$ cat src/rtl/approx_add_recover_16_pkg.sv
// rtl/approx_add_recover_16_pkg.sv - shared constants for the windowed-carry adder recovery block
package approx_add_recover_16_pkg;

    localparam int ADD_W     = 16;
    localparam int CARRY_WIN = 4;

    localparam logic [1:0] IDLE = 2'd0;
    localparam logic [1:0] EVAL = 2'd1;
    localparam logic [1:0] FIX  = 2'd2;
    localparam logic [1:0] DONE = 2'd3;

endpackage

$ cat src/rtl/approx_add_recover_16_approx_cla_win.sv
// rtl/approx_add_recover_16_approx_cla_win.sv - combinational windowed-carry adder with exact reference and error compare
module approx_cla_win
    import approx_add_recover_16_pkg::*;
(
    input  logic [ADD_W-1:0] a,
    input  logic [ADD_W-1:0] b,
    input  logic             cin,
    output logic [ADD_W-1:0] approx_sum,
    output logic             approx_cout,
    output logic [ADD_W-1:0] exact_sum,
    output logic             exact_cout,
    output logic             err
);

    logic [ADD_W-1:0] p;
    logic [ADD_W-1:0] g;
    logic [ADD_W:0]   c;

    assign p    = a ^ b;
    assign g    = a & b;
    assign c[0] = cin;

    // Low carries are exact; from CARRY_WIN upward each carry only sees the
    // CARRY_WIN bit positions directly below it, with no cin term.
    genvar i, k;
    generate
        for (i = 1; i <= ADD_W; i++) begin : g_carry
            if (i < CARRY_WIN) begin : g_exact
                assign c[i] = g[i-1] | (p[i-1] & c[i-1]);
            end else begin : g_win
                logic [CARRY_WIN:0]   acc;
                logic [CARRY_WIN-1:0] run;
                assign acc[0] = 1'b0;
                assign run[0] = 1'b1;
                for (k = 1; k <= CARRY_WIN; k++) begin : g_term
                    assign acc[k] = acc[k-1] | (run[k-1] & g[i-k]);
                    if (k < CARRY_WIN) begin : g_run
                        assign run[k] = run[k-1] & p[i-k];
                    end
                end
                assign c[i] = acc[CARRY_WIN];
            end
        end
    endgenerate

    assign approx_sum  = p ^ c[ADD_W-1:0];
    assign approx_cout = c[ADD_W];

    assign {exact_cout, exact_sum} = {1'b0, a} + {1'b0, b} + {{ADD_W{1'b0}}, cin};

    assign err = {approx_cout, approx_sum} != {exact_cout, exact_sum};

endmodule

$ cat src/rtl/approx_add_recover_16.sv
// rtl/approx_add_recover_16.sv - handshaked approximate adder with error detection, optional exact repair and statistics
module approx_add_recover_16
    import approx_add_recover_16_pkg::*;
#(
    parameter logic EXACT_EN = 1'b1,
    parameter int   CNT_W    = 16
) (
    input  logic             clk,
    input  logic             rst,
    input  logic [ADD_W-1:0] a,
    input  logic [ADD_W-1:0] b,
    input  logic             cin,
    input  logic             in_valid,
    output logic             in_ready,
    output logic [ADD_W-1:0] sum,
    output logic             cout,
    output logic             err_flag,
    output logic             out_valid,
    input  logic             out_ready,
    input  logic             clr_cnt,
    output logic [CNT_W-1:0] op_cnt,
    output logic [CNT_W-1:0] err_cnt
);

    logic [1:0]       state_q, state_d;
    logic [ADD_W-1:0] a_q, a_d;
    logic [ADD_W-1:0] b_q, b_d;
    logic             cin_q, cin_d;
    logic [ADD_W-1:0] sum_q, sum_d;
    logic             cout_q, cout_d;
    logic             err_q, err_d;
    logic [CNT_W-1:0] op_cnt_q, op_cnt_d;
    logic [CNT_W-1:0] err_cnt_q, err_cnt_d;

    logic [ADD_W-1:0] approx_sum;
    logic             approx_cout;
    logic [ADD_W-1:0] exact_sum;
    logic             exact_cout;
    logic             add_err;
    logic             accept;
    logic             out_hs;

    approx_cla_win u_cla (
        .a           (a_q),
        .b           (b_q),
        .cin         (cin_q),
        .approx_sum  (approx_sum),
        .approx_cout (approx_cout),
        .exact_sum   (exact_sum),
        .exact_cout  (exact_cout),
        .err         (add_err)
    );

    assign out_valid = (state_q == DONE);
    assign in_ready  = (state_q == IDLE) | ((state_q == DONE) & out_ready);
    assign accept    = in_valid & in_ready;
    assign out_hs    = out_valid & out_ready;

    always_comb begin
        state_d = state_q;
        a_d     = a_q;
        b_d     = b_q;
        cin_d   = cin_q;
        sum_d   = sum_q;
        cout_d  = cout_q;
        err_d   = err_q;

        if (accept) begin
            a_d   = a;
            b_d   = b;
            cin_d = cin;
        end

        case (state_q)
            IDLE: if (accept) state_d = EVAL;
            EVAL: begin
                if (add_err && EXACT_EN) begin
                    state_d = FIX;
                end else begin
                    sum_d   = approx_sum;
                    cout_d  = approx_cout;
                    err_d   = add_err;
                    state_d = DONE;
                end
            end
            FIX: begin
                sum_d   = exact_sum;
                cout_d  = exact_cout;
                err_d   = 1'b1;
                state_d = DONE;
            end
            default: begin
                if (out_ready) state_d = accept ? EVAL : IDLE;
            end
        endcase
    end

    // Counters saturate rather than wrap so long hardware runs never under-report.
    always_comb begin
        op_cnt_d  = op_cnt_q;
        err_cnt_d = err_cnt_q;
        if (clr_cnt) begin
            op_cnt_d  = '0;
            err_cnt_d = '0;
        end else if (out_hs) begin
            if (op_cnt_q != '1) op_cnt_d = op_cnt_q + CNT_W'(1);
            if (err_q && (err_cnt_q != '1)) err_cnt_d = err_cnt_q + CNT_W'(1);
        end
    end

    always_ff @(posedge clk) begin
        if (rst) begin
            state_q   <= IDLE;
            a_q       <= '0;
            b_q       <= '0;
            cin_q     <= 1'b0;
            sum_q     <= '0;
            cout_q    <= 1'b0;
            err_q     <= 1'b0;
            op_cnt_q  <= '0;
            err_cnt_q <= '0;
        end else begin
            state_q   <= state_d;
            a_q       <= a_d;
            b_q       <= b_d;
            cin_q     <= cin_d;
            sum_q     <= sum_d;
            cout_q    <= cout_d;
            err_q     <= err_d;
            op_cnt_q  <= op_cnt_d;
            err_cnt_q <= err_cnt_d;
        end
    end

    assign sum      = sum_q;
    assign cout     = cout_q;
    assign err_flag = err_q;
    assign op_cnt   = op_cnt_q;
    assign err_cnt  = err_cnt_q;

endmodule

$ cat config.mk
export PLATFORM = sky130hd
export DESIGN_NAME = approx_add_recover_16
export DESIGN_NICKNAME = d
export VERILOG_FILES = /design/src/rtl/approx_add_recover_16_pkg.sv /design/src/rtl/approx_add_recover_16_approx_cla_win.sv /design/src/rtl/approx_add_recover_16.sv
export SDC_FILE = /design/constraint.sdc
export NUM_CORES = 1
export LEC_CHECK = 0
export BUFFER_PORTS_ARGS = -buffer_cell sky130_fd_sc_hd__buf_2
export CAP_MARGIN = 20
export CORE_MARGIN = 2
export CORE_UTILIZATION = 45
export DETAILED_ROUTE_END_ITERATION = 10
export PLACE_DENSITY_LB_ADDON = 0.3
export SETUP_SLACK_MARGIN = 0.5
export SLEW_MARGIN = 10
export SYNTH_ARGS = -nofsm -noshare
export SYNTH_HDL_FRONTEND = slang
export SYNTH_SLANG_ARGS = --single-unit
$ cat constraint.sdc
create_clock -name clk -period 3.3 [get_ports clk]
set_input_delay 0.66 -clock clk [delete_from_list [all_inputs] [get_ports clk]]
set_output_delay 0.66 -clock clk [all_outputs]
set_load 0.01 [all_outputs]
==> reports/summary.txt <==
Netlist cell types -> 57
Mapped Area -> 4560 µm²
Hold Fails Final Rpt -> 0
Post-DP HPWL -> 7.82 mm
Hold Crit Class -> reg -> reg
final WL -> 10.6 mm
Setup crit end kind -> flop
Reg-to-Reg Start -> a_q[0]$_SDFFE_PP0P_
crit path cell chain -> fa_2, inv_2, fa_2, or2b_1, a211oi_4, buf_4, o21ai_2, o211ai_1, nor3_2, a2bb2oi_4, clkbuf_16, mux2_4
clock slew at reported path FFs -> 0.08 ns
Placer Congestion -> 0.855
Ports -> 90
die area -> 10900 µm²
Pleak -> 2.31 nW
maximum clock insertion buffer count -> 2
Mapped Nets -> 613
dpl ws -> 0.281 ns
slew at the pin with the worst max-slew slack -> 0.699 ns
worst endpoint data arrival time -> 3.12 ns
Std-Cell Rows -> 36
vias in the first global route -> 3688
post-synthesis instance total -> 550
CP required -> 3.56 ns
final setup vio count -> 0
drc violations -> 0
Max H-tree Level -> 3
cts hold-fix bufs -> 0
Hold Path Stages -> 2
CTS tree -> built
Synth Flop Type -> dfxtp_1
R2R Setup Slk -> 0.44 ns
Startpoint Class -> flop
Worst path slowest cell -> dfxtp_4
Worst Path Max Fanout -> 8
setup ws final -> 0.445 ns
minimum clock period -> 2.86 ns
max-capacitance violation count -> 0
outcome -> finished clean
Final ANT Viol Nets -> 0
register area share after synthesis -> 37.3%
Min-Delay Startpoint -> b_q[9]$_SDFFE_PP0P_
clock latency on the worst-skew pair -> 0.37 ns
CTS root buffer -> clkbuf_8
slew margin rel. -> 53.4%
initial antenna violation count -> 0
Worst path most repeated cell -> fa_2
total grt overflow -> 0
Area Overhead vs Synth -> 18.5%
setup TNS -> 0 ns
FMAX -> 0.350 GHz
ant diodes -> 0
CTS sink cnt -> 85
Initial Util -> 46.4%
maximum vdd drop -> 303 µV
first-pass GRT wire length -> 17.4 mm
max-slew violations -> 0
register bit total from synthesis -> 85
WS Path Type -> reg -> reg
final cell count without fillers -> 773
crit-path max cell delay -> 0.37 ns
P per Cell Area -> 589 nW/µm²
clk_skew -> 0.00731 ns
1st-iter DRT viols -> 203
core area -> 9820 µm²
YS warnings -> 0
Post-synth ARST share -> 0%
nets -> 698
Num CTS Buffers -> 9
DIE WIDTH -> 105 µm
share of cells above drive strength 1 -> 22.7%
r2r endpoint -> sum[15]$_SDFFE_PP0P_
Cells after DPL -> 753
Total GRT Usage -> 19.2%
number of synthesized flops with an enable pin -> 0
Die H -> 105 µm
pin count of the biggest net entering global routing -> 72
period utilization -> 86.5%
Mean Syn Cell Area -> 8.29 µm²
worst r2r path cells -> 12
WHS Endpoint -> b_q[9]$_SDFFE_PP0P_
I/O Buffers -> 89
drt pass-1 iters -> 4
vias per cell -> 5.21
DR vias -> 4030
RSZ-0062 raised after global routing -> true
DR WL/cell -> 13.7 µm
critical path: cells and delay by family (launching register included):
family | cells | cell delay, ns
adder cells (fa/ha/maj) | 2 | 0.56
multiplexers | 1 | 0.29
buffers and inverters | 3 | 0.41
AO/OA/AOI/OAI | 4 | 0.74
AND/OR/NAND/NOR | 2 | 0.38
flip-flops | 1 | 0.37
layout by cell type (no fill, tap or decap), drive strengths merged, types with 2 or more instances in the layout:
| cell type | n |
|---|---|
| nand2 | 98 |
| buf | 97 |
| dfxtp | 85 |
| a21oi | 61 |
| nor2 | 54 |
| xor2 | 25 |
| ha | 22 |
| o21ai | 17 |
| nor2b | 15 |
| mux2 | 15 |
| nand3 | 13 |
| xnor2 | 13 |
| clkbuf | 11 |
| and3 | 10 |
| inv | 10 |
| nand2b | 9 |
| nand4 | 9 |
| nor3 | 6 |
| a211oi | 6 |
| mux2i | 5 |
| clkinv | 5 |
| o31ai | 4 |
| o211ai | 4 |
| or3 | 4 |
| and4 | 3 |
| o21a | 3 |
| fa | 3 |
| nor3b | 2 |
| a21o | 2 |
| or2b | 2 |
| nand3b | 2 |
| o41ai | 2 |
| nor4 | 2 |
| or4 | 2 |
| a31oi | 2 |
final cells by class:
cell class | instances | area [µm²]
clock buffer | 10 | 128
clock inverter | 6 | 40.0
fill | 964 | 4420
inverter | 10 | 37.5
multi-input combinational | 431 | 2780
sequential | 85 | 1710
tap | 133 | 166
timing repair buffer | 98 | 543
through the flow:
step	area, µm²	utilization, %	power, mW	hold slack (ns)
after global routing	5400	55.0	3.37	0.476
final	5400	55.0	3.18	0.462
after detailed placement	5110	52.1	2.42	0.452
after global placement	5110	52.1	2.40	0.450
after floorplan	4570	-	2.13	0.440
after CTS	5320	54.1	3.11	0.464
cell families (layout without fill, tap and decap cells):
family,after synthesis,count (layout),synth area share [%]
flops,85,85,37.3
simple gates,234,234,23.8
mux,20,20,5.38
fa+ha+maj,25,25,7.36
buf+inv,34,124,3.19
compound gates,114,114,15.6
xor+xnor,38,38,7.30
report_power, final:
| part | total (mW) | internal [mW] | switching (mW) |
|---|---|---|---|
| combinational | 1.27 | 0.567 | 0.699 |
| sequential | 1.26 | 1.17 | 0.0882 |
| clock | 0.654 | 0.272 | 0.382 |
| total | 3.18 | 2.01 | 1.17 |
worst max path at each step:
stage / startpoint / end
final: a_q[0]$_SDFFE_PP0P_ / sum[15]$_SDFFE_PP0P_
after global routing: cin_q$_SDFFE_PP0P_ / sum[15]$_SDFFE_PP0P_
after CTS: a_q[0]$_SDFFE_PP0P_ / sum[7]$_SDFFE_PP0P_
after detailed placement: b_q[0]$_SDFFE_PP0P_ / sum[5]$_SDFFE_PP0P_
after global placement: b_q[0]$_SDFFE_PP0P_ / sum[4]$_SDFFE_PP0P_
after floorplan: b_q[0]$_SDFFE_PP0P_ / cout$_SDFFE_PP0P_
state kept, by name (all words and copies together) (netlist names):
| register | flops |
|---|---|
| err_cnt | 16 |
| cout | 1 |
| state_q | 2 |
| b_q | 16 |
| op_cnt | 16 |
| cin_q | 1 |
| err_flag | 1 |
| a_q | 16 |
| sum | 16 |
routing by layer:
metal | track usage, % | part of all wire [%]
met4 | 8.57 | 1.7
met2 | 27.8 | 43
met3 | 3.31 | 3.7
met1 | 27.9 | 52
met5 | 0 | 0
Yosys cell counts (all sizes together), types with 3 or more instances:
master / number / area (µm²)
and3: 10 / 62.6
and4: 3 / 26.3
fa: 3 / 60.1
dfxtp: 85 / 1700
o31ai: 4 / 30.0
o211ai: 4 / 30.0
nand3: 13 / 65.1
clkbuf: 21 / 78.8
inv: 10 / 37.5
ha: 22 / 275
mux2: 15 / 195
o21a: 3 / 22.5
nor2: 54 / 203
o21ai: 17 / 88.8
mux2i: 5 / 50.1
a21oi: 61 / 305
nand2b: 9 / 56.3
nand2: 98 / 368
a211oi: 6 / 55.1
nand4: 9 / 56.3
buf: 3 / 28.8
nor3: 6 / 35.0
xnor2: 13 / 114
or3: 4 / 25.0
nor2b: 15 / 93.8
xor2: 25 / 219
what timing repair did:
item	4_1_cts	5_1_grt
gates cloned	0	1
pin swaps	2	1
gates resized for setup	4	13
setup buffers	2	1
setup endpoints to repair	18	19
(Power assumes the default switching activity.)
